<file path="src/rtl/rv32_pkg.sv">
// Shared RV32I definitions: opcodes, funct3 codes, instruction field
// positions and the execute/write-back state encoding.
package rv32_pkg;

   localparam int XLEN = 32;

   // Major opcodes (instr[6:0])
   localparam logic [6:0] OP_ALUREG = 7'b0110011;
   localparam logic [6:0] OP_ALUIMM = 7'b0010011;
   localparam logic [6:0] OP_STORE  = 7'b0100011;
   localparam logic [6:0] OP_BRANCH = 7'b1100011;
   localparam logic [6:0] OP_LOAD   = 7'b0000011;
   localparam logic [6:0] OP_JAL    = 7'b1101111;
   localparam logic [6:0] OP_SYSTEM = 7'b1110011;

   // ALU funct3 codes (instr[14:12])
   localparam logic [2:0] F3_ADD  = 3'b000;
   localparam logic [2:0] F3_SLL  = 3'b001;
   localparam logic [2:0] F3_SLT  = 3'b010;
   localparam logic [2:0] F3_SLTU = 3'b011;
   localparam logic [2:0] F3_XOR  = 3'b100;
   localparam logic [2:0] F3_SR   = 3'b101;
   localparam logic [2:0] F3_OR   = 3'b110;
   localparam logic [2:0] F3_AND  = 3'b111;

   // Instruction field positions
   localparam int OPC_MSB = 6;
   localparam int OPC_LSB = 0;
   localparam int RD_MSB  = 11;
   localparam int RD_LSB  = 7;
   localparam int F3_MSB  = 14;
   localparam int F3_LSB  = 12;
   localparam int RS1_MSB = 19;
   localparam int RS1_LSB = 15;
   localparam int RS2_MSB = 24;
   localparam int RS2_LSB = 20;
   localparam int IMM_MSB = 31;
   localparam int IMM_LSB = 20;
   localparam int ALT_BIT = 30;   // SUB / SRA selector

   typedef enum logic [1:0] {
      ST_IDLE  = 2'd0,
      ST_EXEC  = 2'd1,
      ST_SHIFT = 2'd2,
      ST_WB    = 2'd3
   } state_t;

endpackage

</file>
<file path="src/rtl/serial_shifter.sv">
// Bit-serial barrel-shift replacement: one bit position per clock.
// The first step is taken on the load edge itself, so a shift by n
// stays busy for n-1 cycles after load.
module serial_shifter
   import rv32_pkg::*;
(
   input  logic            clk,
   input  logic            resetn,
   input  logic            load,
   input  logic [XLEN-1:0] value,
   input  logic [4:0]      shamt,
   input  logic            dir,     // 0 = left, 1 = right
   input  logic            arith,   // right shifts replicate the sign bit
   output logic [XLEN-1:0] result,
   output logic            busy
);

   logic [XLEN-1:0] r_val;
   logic [4:0]      r_cnt;
   logic            r_dir;
   logic            r_arith;

   function automatic logic [XLEN-1:0] f_step(input logic [XLEN-1:0] v,
                                              input logic d,
                                              input logic a);
      if (!d)
         return {v[XLEN-2:0], 1'b0};
      return {a & v[XLEN-1], v[XLEN-1:1]};
   endfunction

   // Load the operand (first step applied) or advance one bit per cycle.
   always_ff @(posedge clk) begin
      if (!resetn) begin
         r_val   <= '0;
         r_cnt   <= '0;
         r_dir   <= 1'b0;
         r_arith <= 1'b0;
      end else if (load) begin
         r_dir   <= dir;
         r_arith <= arith;
         if (shamt == 5'd0) begin
            r_val <= value;
            r_cnt <= 5'd0;
         end else begin
            r_val <= f_step(value, dir, arith);
            r_cnt <= shamt - 5'd1;
         end
      end else if (r_cnt != 5'd0) begin
         r_val <= f_step(r_val, r_dir, r_arith);
         r_cnt <= r_cnt - 5'd1;
      end
   end

   assign result = r_val;
   assign busy   = (r_cnt != 5'd0);

endmodule

</file>
<file path="src/rtl/alu_writeback.sv">
// RV32I execute/write-back stage for ALU-register and ALU-immediate
// instructions. Latches the instruction and operands on start, computes
// in EXEC (shifts continue bit-serially in SHIFT) and presents the
// register-bank write with a one-cycle done pulse in WB.
module alu_writeback
   import rv32_pkg::*;
(
   input  logic            clk,
   input  logic            resetn,
   input  logic            start,
   input  logic [XLEN-1:0] instr,
   input  logic [XLEN-1:0] rs1,
   input  logic [XLEN-1:0] rs2,
   output logic            busy,
   output logic            done,
   output logic            illegal,
   output logic            wb_en,
   output logic [4:0]      wb_rd,
   output logic [XLEN-1:0] wb_data
);

   state_t          r_state;
   logic [XLEN-1:0] r_instr;
   logic [XLEN-1:0] r_rs1;
   logic [XLEN-1:0] r_rs2;
   logic            r_busy;
   logic            r_done;
   logic            r_illegal;
   logic            r_wb_en;
   logic [4:0]      r_wb_rd;
   logic [XLEN-1:0] r_wb_data;

   logic [6:0]      w_opcode;
   logic [2:0]      w_f3;
   logic [4:0]      w_rd;
   logic            w_alt;
   logic            w_is_reg;
   logic            w_legal;
   logic [XLEN-1:0] w_op2;
   logic [4:0]      w_shamt;
   logic            w_is_shift;
   logic [XLEN-1:0] w_alu;
   logic            w_sh_load;
   logic            w_sh_busy;
   logic [XLEN-1:0] w_sh_result;
   logic            w_finish;
   logic [XLEN-1:0] w_fin_data;
   logic            w_unused_rs1;

   // Decode of the latched instruction
   assign w_opcode   = r_instr[OPC_MSB:OPC_LSB];
   assign w_f3       = r_instr[F3_MSB:F3_LSB];
   assign w_rd       = r_instr[RD_MSB:RD_LSB];
   assign w_alt      = r_instr[ALT_BIT];
   assign w_is_reg   = (w_opcode == OP_ALUREG);
   assign w_legal    = w_is_reg || (w_opcode == OP_ALUIMM);
   assign w_op2      = w_is_reg ? r_rs2
                                : {{(XLEN-12){r_instr[IMM_MSB]}}, r_instr[IMM_MSB:IMM_LSB]};
   assign w_shamt    = w_op2[4:0];
   assign w_is_shift = (w_f3 == F3_SLL) || (w_f3 == F3_SR);

   // The operand was read by the sequencer; the register index itself is not needed here.
   assign w_unused_rs1 = ^r_instr[RS1_MSB:RS1_LSB];

   // Single-cycle ALU result; shifts by zero pass rs1 through unchanged.
   always_comb begin
      w_alu = '0;
      case (w_f3)
         F3_ADD:  w_alu = (w_is_reg && w_alt) ? (r_rs1 - w_op2) : (r_rs1 + w_op2);
         F3_SLL:  w_alu = r_rs1;
         F3_SLT:  w_alu = {{(XLEN-1){1'b0}}, ($signed(r_rs1) < $signed(w_op2))};
         F3_SLTU: w_alu = {{(XLEN-1){1'b0}}, (r_rs1 < w_op2)};
         F3_XOR:  w_alu = r_rs1 ^ w_op2;
         F3_SR:   w_alu = r_rs1;
         F3_OR:   w_alu = r_rs1 | w_op2;
         F3_AND:  w_alu = r_rs1 & w_op2;
         default: w_alu = '0;
      endcase
   end

   assign w_sh_load  = (r_state == ST_EXEC) && w_legal && w_is_shift && (w_shamt != 5'd0);
   assign w_finish   = ((r_state == ST_EXEC) && !w_sh_load) ||
                       ((r_state == ST_SHIFT) && !w_sh_busy);
   assign w_fin_data = !w_legal                ? '0 :
                       (r_state == ST_SHIFT)   ? w_sh_result : w_alu;

   serial_shifter u_shifter (
      .clk    (clk),
      .resetn (resetn),
      .load   (w_sh_load),
      .value  (r_rs1),
      .shamt  (w_shamt),
      .dir    (w_f3 == F3_SR),
      .arith  (w_alt),
      .result (w_sh_result),
      .busy   (w_sh_busy)
   );

   // Control FSM with registered write-back outputs.
   always_ff @(posedge clk) begin
      if (!resetn) begin
         r_state   <= ST_IDLE;
         r_instr   <= '0;
         r_rs1     <= '0;
         r_rs2     <= '0;
         r_busy    <= 1'b0;
         r_done    <= 1'b0;
         r_illegal <= 1'b0;
         r_wb_en   <= 1'b0;
         r_wb_rd   <= '0;
         r_wb_data <= '0;
      end else begin
         r_done    <= 1'b0;
         r_illegal <= 1'b0;
         r_wb_en   <= 1'b0;
         case (r_state)
            ST_IDLE: begin
               if (start) begin
                  r_instr <= instr;
                  r_rs1   <= rs1;
                  r_rs2   <= rs2;
                  r_busy  <= 1'b1;
                  r_state <= ST_EXEC;
               end
            end
            ST_EXEC:  r_state <= w_sh_load ? ST_SHIFT : ST_WB;
            ST_SHIFT: if (!w_sh_busy) r_state <= ST_WB;
            ST_WB: begin
               r_busy  <= 1'b0;
               r_state <= ST_IDLE;
            end
            default:  r_state <= ST_IDLE;
         endcase
         if (w_finish) begin
            r_done    <= 1'b1;
            r_illegal <= !w_legal;
            r_wb_en   <= w_legal && (w_rd != 5'd0);
            r_wb_rd   <= w_rd;
            r_wb_data <= w_fin_data;
         end
      end
   end

   assign busy    = r_busy;
   assign done    = r_done;
   assign illegal = r_illegal;
   assign wb_en   = r_wb_en;
   assign wb_rd   = r_wb_rd;
   assign wb_data = r_wb_data;

endmodule

</file>
<file path="config.mk">
export PLATFORM = sky130hd
export DESIGN_NAME = alu_writeback
export DESIGN_NICKNAME = d
export VERILOG_FILES = /design/src/rtl/rv32_pkg.sv /design/src/rtl/serial_shifter.sv /design/src/rtl/alu_writeback.sv
export SDC_FILE = /design/constraint.sdc
export NUM_CORES = 1
export LEC_CHECK = 0
export ABC_AREA = 0
export BUFFER_PORTS_ARGS = -buffer_cell sky130_fd_sc_hd__buf_4
export CORE_MARGIN = 4
export CORE_UTILIZATION = 25
export DETAILED_ROUTE_END_ITERATION = 16
export GPL_ROUTABILITY_DRIVEN = 1
export GPL_TIMING_DRIVEN = 0
export PLACE_DENSITY = 0.53
export SLEW_MARGIN = 20
export SYNTH_ARGS = -nofsm -noshare
export SYNTH_HDL_FRONTEND = slang
export SYNTH_HIERARCHICAL = 1
export SYNTH_SLANG_ARGS = --single-unit
</file>
<file path="constraint.sdc">
create_clock -name clk -period 6.05 [get_ports clk]
set_clock_uncertainty 0.1 [all_clocks]
set_input_delay 1.21 -clock clk [delete_from_list [all_inputs] [get_ports clk]]
set_output_delay 1.21 -clock clk [all_outputs]
set_load 0.05 [all_outputs]
</file>
==> metrics, run 1 <==
status finished clean; flop2flop setup slack 0.18 ns; Internal Power 2.72 mW; FILL cells 5808; grt ovf 0; full die area 56700 sq um; Mapped Cells 1770; worst-path maximum fanout 10; Net Count, Synth 1973; combinational power share 0.504; post-synthesis adder-cell area fraction 0.0993; first-pass GRT wire length 84.9 mm; Worst Setup Start Kind flop; Die Height 238 microns; EDFF count, synth 0; DRT iter0 DRCs 1147; Layout area overhead 18.7%; crit path capture type flop; synthesized area 13200 sq um; Synth area leader dfxtp_1; H-tree level count 4; largest family of logic cells by synthesized area compound AO/OA/AOI/OAI gates; fin area 15700 sq um; worst skew pair latency 0.49 ns; period utilisation layout 0.970; clock period minus worst slack 5.87 ns; worst setup path startpoint r_instr[6]; Post-Route WL 57.3 mm; Core Footprint 52600 sq um; Hold Fails Final Rpt 0; Post-Syn Area per Cell 7.49 sq um; Vias/cell 5.23; worst setup path endpoint wb_data[0]; switching part of the total 0.480; hpwl dp 44.9 mm; Boundary Pins 140; clock buffer count from CTS 17; Compound-Gate Fraction of Synth Area 0.302; R2R cell count 16; Cell variety after synth 79; initial antenna violation count 1; via count 13700; max_slew headroom 0.311; Yosys reg bits 173; Routed WL per cell 21.8 microns; peak supply drop 0.000174 V; Synth top area share 0.261; # clock sinks 173; Pins Over Slew Limit 0; CP Class reg -> reg; CP required 6.32 ns; cell area power density 332 nW/um^2; gp weighted congestion 0.968; worst r2r dst wb_data[0]; Final setup viols 0; Lkg Pwr 5.99 nW; max-cap check violation count 0; CTS root buf clkbuf_16; total power 5.22 mW; sequential share of power 0.277; RSZ-0062 raised after global routing no; worst hold slack 0.365 ns; IO Port Bufs 134; DRT antenna net count 0; CTS tree done; multiplexer share of the synthesized area 0.0694; sw power 2.51 mW; largest net degree at the start of global routing 19; post-synthesis sequential area ratio 0.261; Ant. Diodes 0; residual DRC count 0; Final nets 2128; Main synth FF type dfxtp_1; WP data arrival 6.14 ns; worst min path class reg -> reg; share of flip-flops with an asynchronous set or reset 0; Clock Tree Buf Depth 2; vias in the first global route 13800; placed cell area 15100 sq um; Synth Area in XOR/XNOR 0.0165; R2R Path Start r_instr[6]; clock power share 0.219; top post-synthesis cells by count 258 x nand2_1, 178 x a21oi_1, 173 x dfxtp_1; number of gates resized after cts 0; drt pass-1 iters 6; worst-margin pin slew 1.02 ns; most frequent cell after synthesis nand2_1; gr usage total 0.196; setup tns final 0 ns; die extent in x 238 microns; ratio of cells with drive above 1 in the final layout 0.118; Starting Density 0.252; Synth area leaders dfxtp_1 26%, ha_1 9.6%, nand2_1 7.3%; Std-Cell Rows 84; clock-pin slew on the worst setup and hold paths 0.08 ns; fmax 170 MHz; Synth warnings 6; Simple-Gate Fraction of Synth Area 0.180
layer usage:
metal / vias to the layer above / part of all wire / GRT usage
met1: 6613 / 0.44 / 0.253
li1: 6565 / - / -
met5: - / 0 / 0
met4: 0 / 0.040 / 0.0820
met2: 476 / 0.45 / 0.319
met3: 92 / 0.065 / 0.0429
critical path, stage by stage, from the launching register on:
cell	delay, ns
dfxtp_1	0.31
nand2b_1	0.19
nor4b_4	0.28
buf_4	0.20
clkbuf_1	0.56
mux2_2	0.50
ha_1	0.25
fa_1	0.42
or2_1	0.24
a221oi_1	0.53
o31ai_1	0.23
o311ai_2	0.50
o21ai_1	0.28
o31ai_1	0.63
a41oi_1	0.24
a211oi_1	0.23
o21ai_1	0.08
per-stage QoR:
step / worst slack, ns / instances / util
after detailed placement: -0.231 / 2592 / 0.288
after CTS: 0.305 / 2626 / 0.299
after global routing: 0.0492 / 2626 / 0.299
after global placement: -0.172 / 2592 / 0.288
after floorplan: 1.69 / 1770 / -
final: 0.184 / 2626 / 0.299
registers in the layout, indices dropped and copies added (netlist names), 2 cells and up:
name	count
u_shifter/r_cnt	5
r_rs2	32
r_state	2
u_shifter/result	32
r_rs1	32
wb_data	32
wb_rd	5
r_instr	27
power groups by stage:
| stage | registers (mW) | clock network [mW] | logic, mW |
|---|---|---|---|
| 3_3_place_gp | 1.47 | 0 | 2.57 |
| 3_5_place_dp | 1.47 | 0 | 2.59 |
| 2_1_floorplan | 1.42 | 0 | 1.73 |
| 4_1_cts | 1.44 | 1.17 | 2.60 |
| 5_1_grt | 1.46 | 1.22 | 2.89 |
| 6_report | 1.45 | 1.15 | 2.63 |
worst min path at each step:
stage | startpoint | end | slack, ns | depth (start not counted)
4_1_cts | r_rs2[6] | r_rs2[6] | 0.37 | 2
3_3_place_gp | r_instr[6] | r_instr[6] | 0.35 | 2
3_5_place_dp | r_rs2[6] | r_rs2[6] | 0.36 | 2
5_1_grt | r_rs2[8] | r_rs2[8] | 0.39 | 2
6_report | r_rs2[6] | r_rs2[6] | 0.36 | 2
2_1_floorplan | r_instr[6] | r_instr[6] | 0.34 | 2
logic make-up after synthesis:
group	Yosys count
xor+xnor	25
simple gates	542
fa+ha+maj	104
compound gates	598
flops	173
buf+inv	238
mux	90
timing repair:
item,CTS,global route
hold buffers,0,0
endpoints found under the setup margin,2,0
buffers inserted,2,0
layout make-up:
cell class	instances	area, sq um	area share
Clock inverter	15	173	0.0110
Multi-Input combinational cell	1359	8840	0.562
Sequential cell	173	3460	0.220
Buffer	131	547	0.0348
Tap cell	688	861	0.0547
Clock buffer	17	425	0.0270
Timing Repair Buffer	136	1020	0.0649
Inverter	107	402	0.0255
cell usage in the layout, fill, tap and decap left out, drive strengths merged, types with 5 or more instances in the layout:
| cell type | count |
|---|---|
| a2111oi | 8 |
| a211oi | 17 |
| a21boi | 97 |
| a21o | 30 |
| a21oi | 179 |
| a221o | 17 |
| a22o | 10 |
| a22oi | 7 |
| a31oi | 8 |
| and2 | 11 |
| and3 | 5 |
| buf | 173 |
| clkbuf | 111 |
| clkinv | 5 |
| dfxtp | 173 |
| ha | 102 |
| inv | 116 |
| mux2 | 15 |
| mux2i | 75 |
| nand2 | 258 |
| nand2b | 17 |
| nand3 | 12 |
| nand4 | 8 |
| nor2 | 155 |
| nor2b | 26 |
| nor3 | 24 |
| o211ai | 14 |
| o21ai | 51 |
| o21bai | 13 |
| o221ai | 10 |
| o22ai | 85 |
| o311ai | 7 |
| o31a | 6 |
| o31ai | 7 |
| or3 | 5 |
| or4 | 5 |
| xnor2 | 23 |
Note: power is estimated with default switching activity, not from simulation.
==> run 2, diff against run 1 <==
Clock period 6.05 ns to 6.7 ns, I/O delays scaled along.
==> run 2 against run 1 <==
  * Clock-buffer cell count is the same
  * Power shrank 9.7%
  * Sequential power shrank 9.7%
  * Non-clock buffer count shrank 2
  * Critical path type unchanged
  * Critical endpoint unchanged
  * Largest cell class unchanged
  * Largest power group unchanged
==> metrics, run 2 (synthesis gave the netlist of run 1 again) <==
CTS root buf clkbuf_16; vias in the first global route 13700; max-cap check violation count 0; clock-pin slew on the worst setup and hold paths 0.08 ns; # Post-CTS Setup Buffers 0; DRT antenna net count 0; peak supply drop 0.000158 V; Std-Cell Rows 84; max_slew headroom 0.226; die extent in x 238 microns; first-pass GRT wire length 84.7 mm; drt pass-1 iters 5; worst-path maximum fanout 10; Boundary Pins 140; Routed WL per cell 21.8 microns; hpwl dp 44.9 mm; IO Port Bufs 134; cell area power density 300 nW/um^2; Final nets 2126; Post-Route WL 57.1 mm; flop2flop setup slack 0.31 ns; residual DRC count 0; # clock sinks 173; gp weighted congestion 0.968; clock buffer count from CTS 17; Core Footprint 52600 sq um; worst min path class reg -> reg; Pins Over Slew Limit 0; worst setup path startpoint r_instr[6]; Layout area overhead 18.6%; Die Height 238 microns; worst skew pair latency 0.49 ns; PnR worst setup slack 0.311 ns; Hold Fails Final Rpt 0; DRT iter0 DRCs 1107; H-tree level count 4; R2R Path Start r_instr[6]; worst r2r dst wb_data[0]; clock period minus worst slack 6.39 ns; grt ovf 0; fmax 157 MHz; CP Class reg -> reg; CTS tree done; Final setup viols 0; Hold Buf Count CTS 0; number of gates resized after cts 0; WP data arrival 6.66 ns; status finished clean; via count 13800; setup tns final 0 ns; RSZ-0062 raised after global routing no; placed cell area 15100 sq um; worst-margin pin slew 1.16 ns; Ant. Diodes 0; highest-count cells in the layout ignoring fill and taps 258 x nand2_1, 178 x a21oi_1, 173 x dfxtp_1, 155 x nor2_1, 138 x buf_4; WHS Endpoint r_rs2[6]; worst hold stages 2; initial antenna violation count 1; largest net degree at the start of global routing 19; Clock Tree Buf Depth 2; total power 4.72 mW; HP Start r_rs2[6]; period utilisation layout 0.954; Starting Density 0.252; DP Worst Slack 0.419 ns; fin area 15700 sq um; gr usage total 0.196; full die area 56700 sq um; Vias/cell 5.25; CP required 6.97 ns; crit path capture type flop; most common cell after layout, fill and taps aside nand2_1; Lkg Pwr 5.97 nW; R2R cell count 15; Worst Setup Start Kind flop; ratio of cells with drive above 1 in the final layout 0.117
[run 2: changes by cell type in the layout (fill, tap and decap cells not counted)]
cell   previous run  this run
buf_4           140       138
[run 2: through the flow]
stage	std cells	hold WS, ns	util
5_1_grt	2624	0.387	0.299
3_5_place_dp	2592	0.357	0.288
4_1_cts	2624	0.366	0.299
3_3_place_gp	2592	0.351	0.288
6_report	2624	0.365	0.299
2_1_floorplan	1770	0.338	-
[run 2: report_power, final]
group / switching, mW / leakage [nW] / internal [mW]
Clock: 0.505 / 0.294 / 0.532
Combinational: 1.60 / 4.27 / 0.778
Sequential: 0.163 / 1.41 / 1.14
[run 2: layout make-up]
type / instances / area [sq um]
fillers: 5806 / 36800
plain buffers: 131 / 547
clock inverters: 15 / 173
repair buffers: 134 / 1010
clock buffers: 17 / 425
multi-input cells: 1359 / 8840
flip-flops and latches: 173 / 3460
inverters: 107 / 402
well taps: 688 / 861
[run 2: layer usage]
| metal | vias to the layer above | wire length [microns] | global-route usage |
|---|---|---|---|
| met5 | - | 0 | 0 |
| met2 | 441 | 25900 | 0.318 |
| met1 | 6688 | 25500 | 0.253 |
| met3 | 88 | 3440 | 0.0416 |
| met4 | 0 | 2220 | 0.0813 |
| li1 | 6569 | - | - |
[run 2: how the worst max path moves through the flow]
stage	endpoint	cells after the start	slack [ns]
final	wb_data[0]	15	0.31
after CTS	wb_data[0]	15	0.40
after detailed placement	wb_data[0]	15	0.42
after global routing	wb_data[0]	15	0.14
after floorplan	wb_data[0]	15	2.34
after global placement	wb_data[0]	15	0.48
[run 2: worst max-delay path, stage by stage, from the launching register on]
cell and delay (ns):
dfxtp_1 0.31, nand2b_1 0.19, nor4b_4 0.96, clkbuf_1 0.62
mux2_2 0.50, ha_1 0.25, fa_1 0.42, or2_1 0.25
a221oi_1 0.53, o31ai_1 0.23, o311ai_2 0.48, o21ai_1 0.28
o31ai_1 0.63, a41oi_1 0.23, a211oi_1 0.22, o21ai_1 0.08
